## src/rtl/mux_rr_sched_if.sv

```systemverilog
// rtl/mux_rr_sched_if.sv - request/grant/mux-control bundle for mux_rr_sched
//
// Purpose: carries the request vector into the scheduler and its grant and
// mux-control outputs back out.
//   req  [7:0] requester -> scheduler, bit i requests mux input i
//   gnt  [7:0] scheduler -> requester, one-hot grant (or zero)
//   sel  [2:0] scheduler -> mux, select index
//   en         scheduler -> mux, enable
//   busy       scheduler -> requester, high whenever the FSM is not IDLE
// Modports: master = request side, slave = scheduler side.
interface mux_rr_sched_if;
  logic [7:0] req;
  logic [7:0] gnt;
  logic [2:0] sel;
  logic       en;
  logic       busy;

  modport master (
    output req,
    input  gnt,
    input  sel,
    input  en,
    input  busy
  );

  modport slave (
    input  req,
    output gnt,
    output sel,
    output en,
    output busy
  );
endinterface

```

## src/rtl/mux_rr_sched.sv

```systemverilog
// rtl/mux_rr_sched.sv - round-robin 8:1 mux scheduler with bounded dwell
//
// Purpose: grants ownership of an 8-input mux to one requester at a time,
// round-robin starting at ptr, for at most DWELL cycles, with a one-cycle
// gap (en=0) between consecutive grants.
// Ports:
//   clk   rising-edge clock
//   rst   synchronous active-high reset
//   bus   mux_rr_sched_if.slave: req in; gnt, sel, en, busy out (all registered)
// Parameter:
//   DWELL maximum grant length in cycles, 1..15
// Configuration macro:
//   MUX_SCHED_PARK_EN  when defined, IDLE parks the mux (en=1, sel = last
//                      granted index) once a grant has completed.
module mux_rr_sched #(
  parameter int unsigned DWELL = 4
) (
  input  logic           clk,
  input  logic           rst,
  mux_rr_sched_if.slave  bus
);

  typedef enum logic [1:0] {
    ST_IDLE  = 2'd0,
    ST_GRANT = 2'd1,
    ST_GAP   = 2'd2
  } state_t;

  localparam logic [3:0] CNT_LOAD = 4'(DWELL - 1);

  state_t     state_q;
  logic [7:0] gnt_q;
  logic [2:0] sel_q;
  logic [2:0] ptr_q;
  logic [3:0] cnt_q;
  logic       en_q;
  logic       busy_q;

  // Arbitration result for the current cycle and grant-termination flag.
  logic       win_vld_d;
  logic [2:0] win_idx_d;
  logic [2:0] cand_d;
  logic       grant_end_d;
  logic [3:0] cnt_dec_d;

  // First set request at or above ptr, wrapping modulo 8. The 3-bit add
  // provides the wrap for free.
  always_comb begin
    win_vld_d = 1'b0;
    win_idx_d = 3'd0;
    cand_d    = 3'd0;
    for (int k = 0; k < 8; k++) begin
      cand_d = ptr_q + 3'(k);
      if (!win_vld_d && bus.req[cand_d]) begin
        win_vld_d = 1'b1;
        win_idx_d = cand_d;
      end
    end
  end

  // Expiry and release are OR-ed into one flag so a coincident pair yields
  // a single exit to GAP.
  always_comb begin
    grant_end_d = (cnt_q == 4'd0) || !bus.req[sel_q];
    cnt_dec_d   = (cnt_q == 4'd0) ? 4'd0 : cnt_q - 4'd1;
  end

  always_ff @(posedge clk) begin
    if (rst) begin
      state_q <= ST_IDLE;
      gnt_q   <= 8'd0;
      sel_q   <= 3'd0;
      ptr_q   <= 3'd0;
      cnt_q   <= 4'd0;
      en_q    <= 1'b0;
      busy_q  <= 1'b0;
    end else begin
      case (state_q)
        ST_IDLE, ST_GAP: begin
          if (win_vld_d) begin
            state_q <= ST_GRANT;
            gnt_q   <= 8'd1 << win_idx_d;
            sel_q   <= win_idx_d;
            cnt_q   <= CNT_LOAD;
            en_q    <= 1'b1;
            busy_q  <= 1'b1;
          end else begin
            state_q <= ST_IDLE;
            gnt_q   <= 8'd0;
            busy_q  <= 1'b0;
`ifdef MUX_SCHED_PARK_EN
            // IDLE is only reached from GAP after a completed grant or from
            // reset; park only in the former case and hold while idling.
            if (state_q == ST_GAP) begin
              en_q <= 1'b1;
            end
`else
            en_q    <= 1'b0;
`endif
          end
        end

        ST_GRANT: begin
          cnt_q <= cnt_dec_d;
          if (grant_end_d) begin
            state_q <= ST_GAP;
            gnt_q   <= 8'd0;
            en_q    <= 1'b0;
            busy_q  <= 1'b1;
            ptr_q   <= sel_q + 3'd1;
          end
        end

        default: begin
          state_q <= ST_IDLE;
          gnt_q   <= 8'd0;
          en_q    <= 1'b0;
          busy_q  <= 1'b0;
        end
      endcase
    end
  end

  assign bus.gnt  = gnt_q;
  assign bus.sel  = sel_q;
  assign bus.en   = en_q;
  assign bus.busy = busy_q;

  a_gnt_onehot0 : assert property (@(posedge clk) disable iff (rst)
    $onehot0(gnt_q));

  a_gnt_matches_sel : assert property (@(posedge clk) disable iff (rst)
    (state_q == ST_GRANT) |-> (en_q && (gnt_q == (8'd1 << sel_q))));

  a_busy_state : assert property (@(posedge clk) disable iff (rst)
    busy_q == (state_q != ST_IDLE));

endmodule

```

## src/flat_wrapper.sv

```systemverilog
// flat-port wrapper written by rule: the top's interface ports become plain ports
module mux_rr_sched_flat 
#(
  parameter int unsigned DWELL = 4
)
  (clk, rst, bus_req, bus_gnt, bus_sel, bus_en, bus_busy);
  mux_rr_sched_if bus_i ();
  input  logic clk;
  input  logic rst;
  input wire logic [$bits(bus_i.req)-1:0] bus_req;
  output wire logic [$bits(bus_i.gnt)-1:0] bus_gnt;
  output wire logic [$bits(bus_i.sel)-1:0] bus_sel;
  output wire logic [$bits(bus_i.en)-1:0] bus_en;
  output wire logic [$bits(bus_i.busy)-1:0] bus_busy;
  assign bus_i.req = bus_req;
  assign bus_gnt = bus_i.gnt;
  assign bus_sel = bus_i.sel;
  assign bus_en = bus_i.en;
  assign bus_busy = bus_i.busy;
  mux_rr_sched #(.DWELL(DWELL)) u_core (.clk(clk), .rst(rst), .bus(bus_i));
endmodule
```

## config.mk

```make
export PLATFORM = sky130hd
export DESIGN_NAME = mux_rr_sched_flat
export DESIGN_NICKNAME = d
export VERILOG_FILES = /design/src/rtl/mux_rr_sched_if.sv /design/src/rtl/mux_rr_sched.sv /design/src/flat_wrapper.sv
export SDC_FILE = /design/constraint.sdc
export NUM_CORES = 1
export LEC_CHECK = 0
export CAP_MARGIN = 10
export CELL_PAD_IN_SITES_DETAIL_PLACEMENT = 2
export CELL_PAD_IN_SITES_GLOBAL_PLACEMENT = 2
export CORE_ASPECT_RATIO = 0.5
export CORE_UTILIZATION = 37
export DETAILED_ROUTE_END_ITERATION = 16
export PLACE_DENSITY_LB_ADDON = 0.1
export SLEW_MARGIN = 40
export SYNTH_ARGS = -nofsm -noshare
export SYNTH_HDL_FRONTEND = slang
export SYNTH_SLANG_ARGS = --single-unit
```

## constraint.sdc

```tcl
create_clock -name clk -period 3.4 [get_ports clk]
set_input_delay 0.68 -clock clk [delete_from_list [all_inputs] [get_ports clk]]
set_output_delay 0.68 -clock clk [all_outputs]
set_load 0.02 [all_outputs]
```

==> flow_metrics.env <==
export IMPL_synth_top_cell_area_share_pct=20.4
export IMPL_wl_per_cell_um=24.4
export IMPL_num_nets_final=259
export IMPL_status="finished, final reports clean"
export IMPL_startpoint_type="primary input"
export IMPL_seq_area_um2=420
export IMPL_setup_slack_ns=0.0430
export IMPL_initial_core_util_pct=40.2
export IMPL_dr_total_vias=1971
export IMPL_cts_root_buf="clkbuf_8"
export IMPL_place_gp_congestion=0.829
export IMPL_clk_path_buf_depth=2
export IMPL_total_power_w=0.00158
export IMPL_syn_avg_cell_area_um2=10.2
export IMPL_cp_depth=9
export IMPL_finalCriticalPeriod_ns=3.36
export IMPL_grt_pass1_vias=2036
export IMPL_drtPass1Iterations=4
export IMPL_grt_pass1_wl_mm=11.2
export IMPL_max_freq_mhz=298
export IMPL_drc=0
export IMPL_multi_input_area_mm2=0.00158
export IMPL_slowest_delay_ns=0.67
export IMPL_r2r_cells=10
export IMPL_clk_latency_ns=0.26
export IMPL_yosys_warnings=0
export IMPL_cts_sinks=21
export IMPL_worst_path_max_delay_cell="clkdlybuf4s50_1"
export IMPL_ys_top_cells_by_area="dfxtp_1, mux4_2, mux2i_1"
export IMPL_cts_hold_buf=0
export IMPL_min_from="u_core.bus.gnt[0]"
export IMPL_setup_viol=0
export IMPL_finClkSkew_ns=0.00454
export IMPL_antenna_found_initial=0
export IMPL_yosys_top_cells_count="dfxtp_1, mux2i_1, a21oi_1, mux4_2, nand2_1"
export IMPL_synth_nets=216
export IMPL_synth_async_reset_ratio_pct=0
export IMPL_synth_edff_count=0
export IMPL_hpwlAfterDp_mm=5.66
export IMPL_yosys_area_top_type="dfxtp_1"
export IMPL_drv_cap=0
export IMPL_track_usage_pct=26.2
export IMPL_dp_slack_ns=-0.314
export IMPL_cts_tree="yes"
export IMPL_crit_type="in2reg"
export IMPL_overflow=0
export IMPL_row_count=18
export IMPL_crit_fanout=7
export IMPL_path_clk_slew_ns=0.08
export IMPL_htree_levels=1
export IMPL_drt_iter0_markers=77
export IMPL_cpLargestDelayFamily="compound AO/OA/AOI/OAI gates"
export IMPL_endpoint_kind="flop"
export IMPL_cts_buffers_inserted=3
export IMPL_yosysMostFrequentCell="dfxtp_1"
export IMPL_relSlewSlack_pct=63.6
export IMPL_grt_max_degree=27
export IMPL_fill_cells=533
export IMPL_vias_per_cell=6.26
export IMPL_worstReg2RegStart="u_core.ptr_q[0]"
export IMPL_arrival_ns=3.53
export IMPL_crit_chain="clkdlybuf4s50_1, mux2i_1, mux4_1, a22oi_4, nor4_4, buf_4, a221oi_4, o211ai_2, o31ai_1"
export IMPL_areaGrowthSynthToFinish_pct=25.7
export IMPL_die_x_um=108
export IMPL_fp_coreArea_mm2=0.00513
export IMPL_die_y_um=54.8
export IMPL_worst_pin_slew_ns=0.541
export IMPL_synthFlopType="dfxtp_1"
export IMPL_routed_wl_mm=7.67
export IMPL_required_ns=3.57
export IMPL_ys_types=68
export IMPL_drive_above_1_share_pct=31.8
export IMPL_hold_class="reg2reg"
export IMPL_drv_slew=0
export IMPL_p_per_area_mw_per_mm2=611
export IMPL_ys_seq_elements=21
export IMPL_path_buf_inv=2
export IMPL_synth_seq_area_share_pct=20.4
export IMPL_syn_cell_area_mm2=0.00206
export IMPL_dieArea_mm2=0.00589
export IMPL_pin_count=23
export IMPL_io_buffers=22
export IMPL_finalCritPeriodShare_pct=98.7
export IMPL_p_leak_nw=0.994
export IMPL_finalHoldViolCount=0
export IMPL_worstSetupStartpoint="bus_req[1]"
export IMPL_ant_nets=0
export IMPL_r2r_slack_ns=0.22
export IMPL_syn_inst=203
export IMPL_ir_worst_vdd_v=0.000302
export IMPL_hold_path_depth=2
export IMPL_insertedDiodeCount=0
==> layout by cell type, fill, tap and decap left out, types with 3 or more instances in the layout <==
cell type | netlist | routed
dfxtp_1 | 21 | 21
or3_1 | 3 | 3
a21oi_1 | 12 | 12
xnor2_1 | 3 | 3
nand2_1 | 12 | 12
inv_1 | 4 | 4
nand3_1 | 3 | 3
clkbuf_8 | 3 | 3
mux4_2 | 12 | 13
mux2i_1 | 19 | 17
nand3b_1 | 3 | 3
buf_4 | 2 | 28
dlymetal6s2s_1 | 0 | 6
o31ai_1 | 5 | 5
mux2_2 | 4 | 4
nor3_1 | 4 | 3
clkdlybuf4s50_1 | 0 | 16
nor2b_1 | 3 | 3
nor2_1 | 8 | 8
o21ai_0 | 9 | 9
a31oi_1 | 5 | 4
mux2i_2 | 1 | 3
==> cells by family (layout without fill, tap and decap cells) <==
group / count (synthesis) / after routing / share of synthesized area, %
AOI/OAI and AO/OA: 60 / 60 / 22.5
xor gates and xnor gates: 5 / 5 / 2.49
adders and majority gates: 3 / 3 / 1.82
buffers and inverters: 16 / 58 / 5.95
DFF: 21 / 21 / 20.4
muxes: 39 / 39 / 29.0
and+or+nand+nor: 59 / 59 / 17.8
==> per-stage QoR <==
| stage | hold slack [ns] | util, % | TNS (ns) | instances | instance area (um^2) |
|---|---|---|---|---|---|
| final | 0.467 | 50.5 | 0 | 315 | 2590 |
| after global routing | 0.487 | 50.5 | -0.0574 | 315 | 2590 |
| after CTS | 0.467 | 49.2 | 0 | 314 | 2530 |
| after detailed placement | 0.448 | 47.9 | -3.77 | 309 | 2460 |
| after global placement | 0.440 | 47.9 | -1.78 | 309 | 2460 |
| after floorplan | 0.458 | - | 0 | 203 | 2060 |
==> layer usage <==
metal	share of wire (%)	track usage (%)	wire length [um]	vias to the layer above
met5	0	0	0	-
met4	1.2	8.45	95	0
met3	4.1	2.26	318	9
met2	48	45.3	3680	50
met1	47	35.4	3580	1008
li1	-	-	-	904
==> path summary, 6_finish.rpt <==
kind	endpoint
min	u_core.bus.gnt[0]
max	u_core.bus.gnt[6]
max reg2reg	u_core.bus.gnt[6]
min reg2reg	u_core.bus.gnt[0]
==> power by group <==
group	internal, W	leakage (nW)	switching (W)	total [W]
combinational	0.000482	0.799	0.000615	0.00110
sequential	0.000283	0.172	0.0000386	0.000322
clock	0.0000836	0.0228	0.0000812	0.000165
total	0.000848	0.994	0.000734	0.00158
==> repair_timing <==
| action | 4_1_cts | 5_1_grt |
|---|---|---|
| setup endpoints to repair | 11 | 13 |
| buffers inserted | 1 | 1 |
| hold endpoints to repair | 0 | 0 |
| pin swaps | 1 | 2 |
| resized for setup | 3 | 14 |
==> flip-flops by register name (all words and copies together) (netlist names) <==
| name | flops |
|---|---|
| u_core.cnt_q | 4 |
| u_core.bus.busy | 1 |
| u_core.bus.gnt | 8 |
| u_core.state_q | 1 |
| u_core.bus.en | 1 |
| u_core.ptr_q | 3 |
| u_core.bus.sel | 3 |
==> worst reg2reg max path: cells and delay by family, from the launching register on <==
| kind | cells | cell delay, ns |
|---|---|---|
| AND/OR/NAND/NOR | 1 | 0.09 |
| adder cells (fa/ha/maj) | 1 | 0.43 |
| AO/OA/AOI/OAI | 4 | 1.24 |
| multiplexers | 2 | 0.71 |
| flip-flops | 1 | 0.34 |
| buffers and inverters | 2 | 0.28 |
==> cell type report <==
type,count,area share [%]
repair buffers,50,17.2
multi-input cells,166,60.9
inverters,4,0.579
well taps,70,3.38
flip-flops and latches,21,16.2
clock buffers,4,1.74
(Power assumes the default switching activity.)
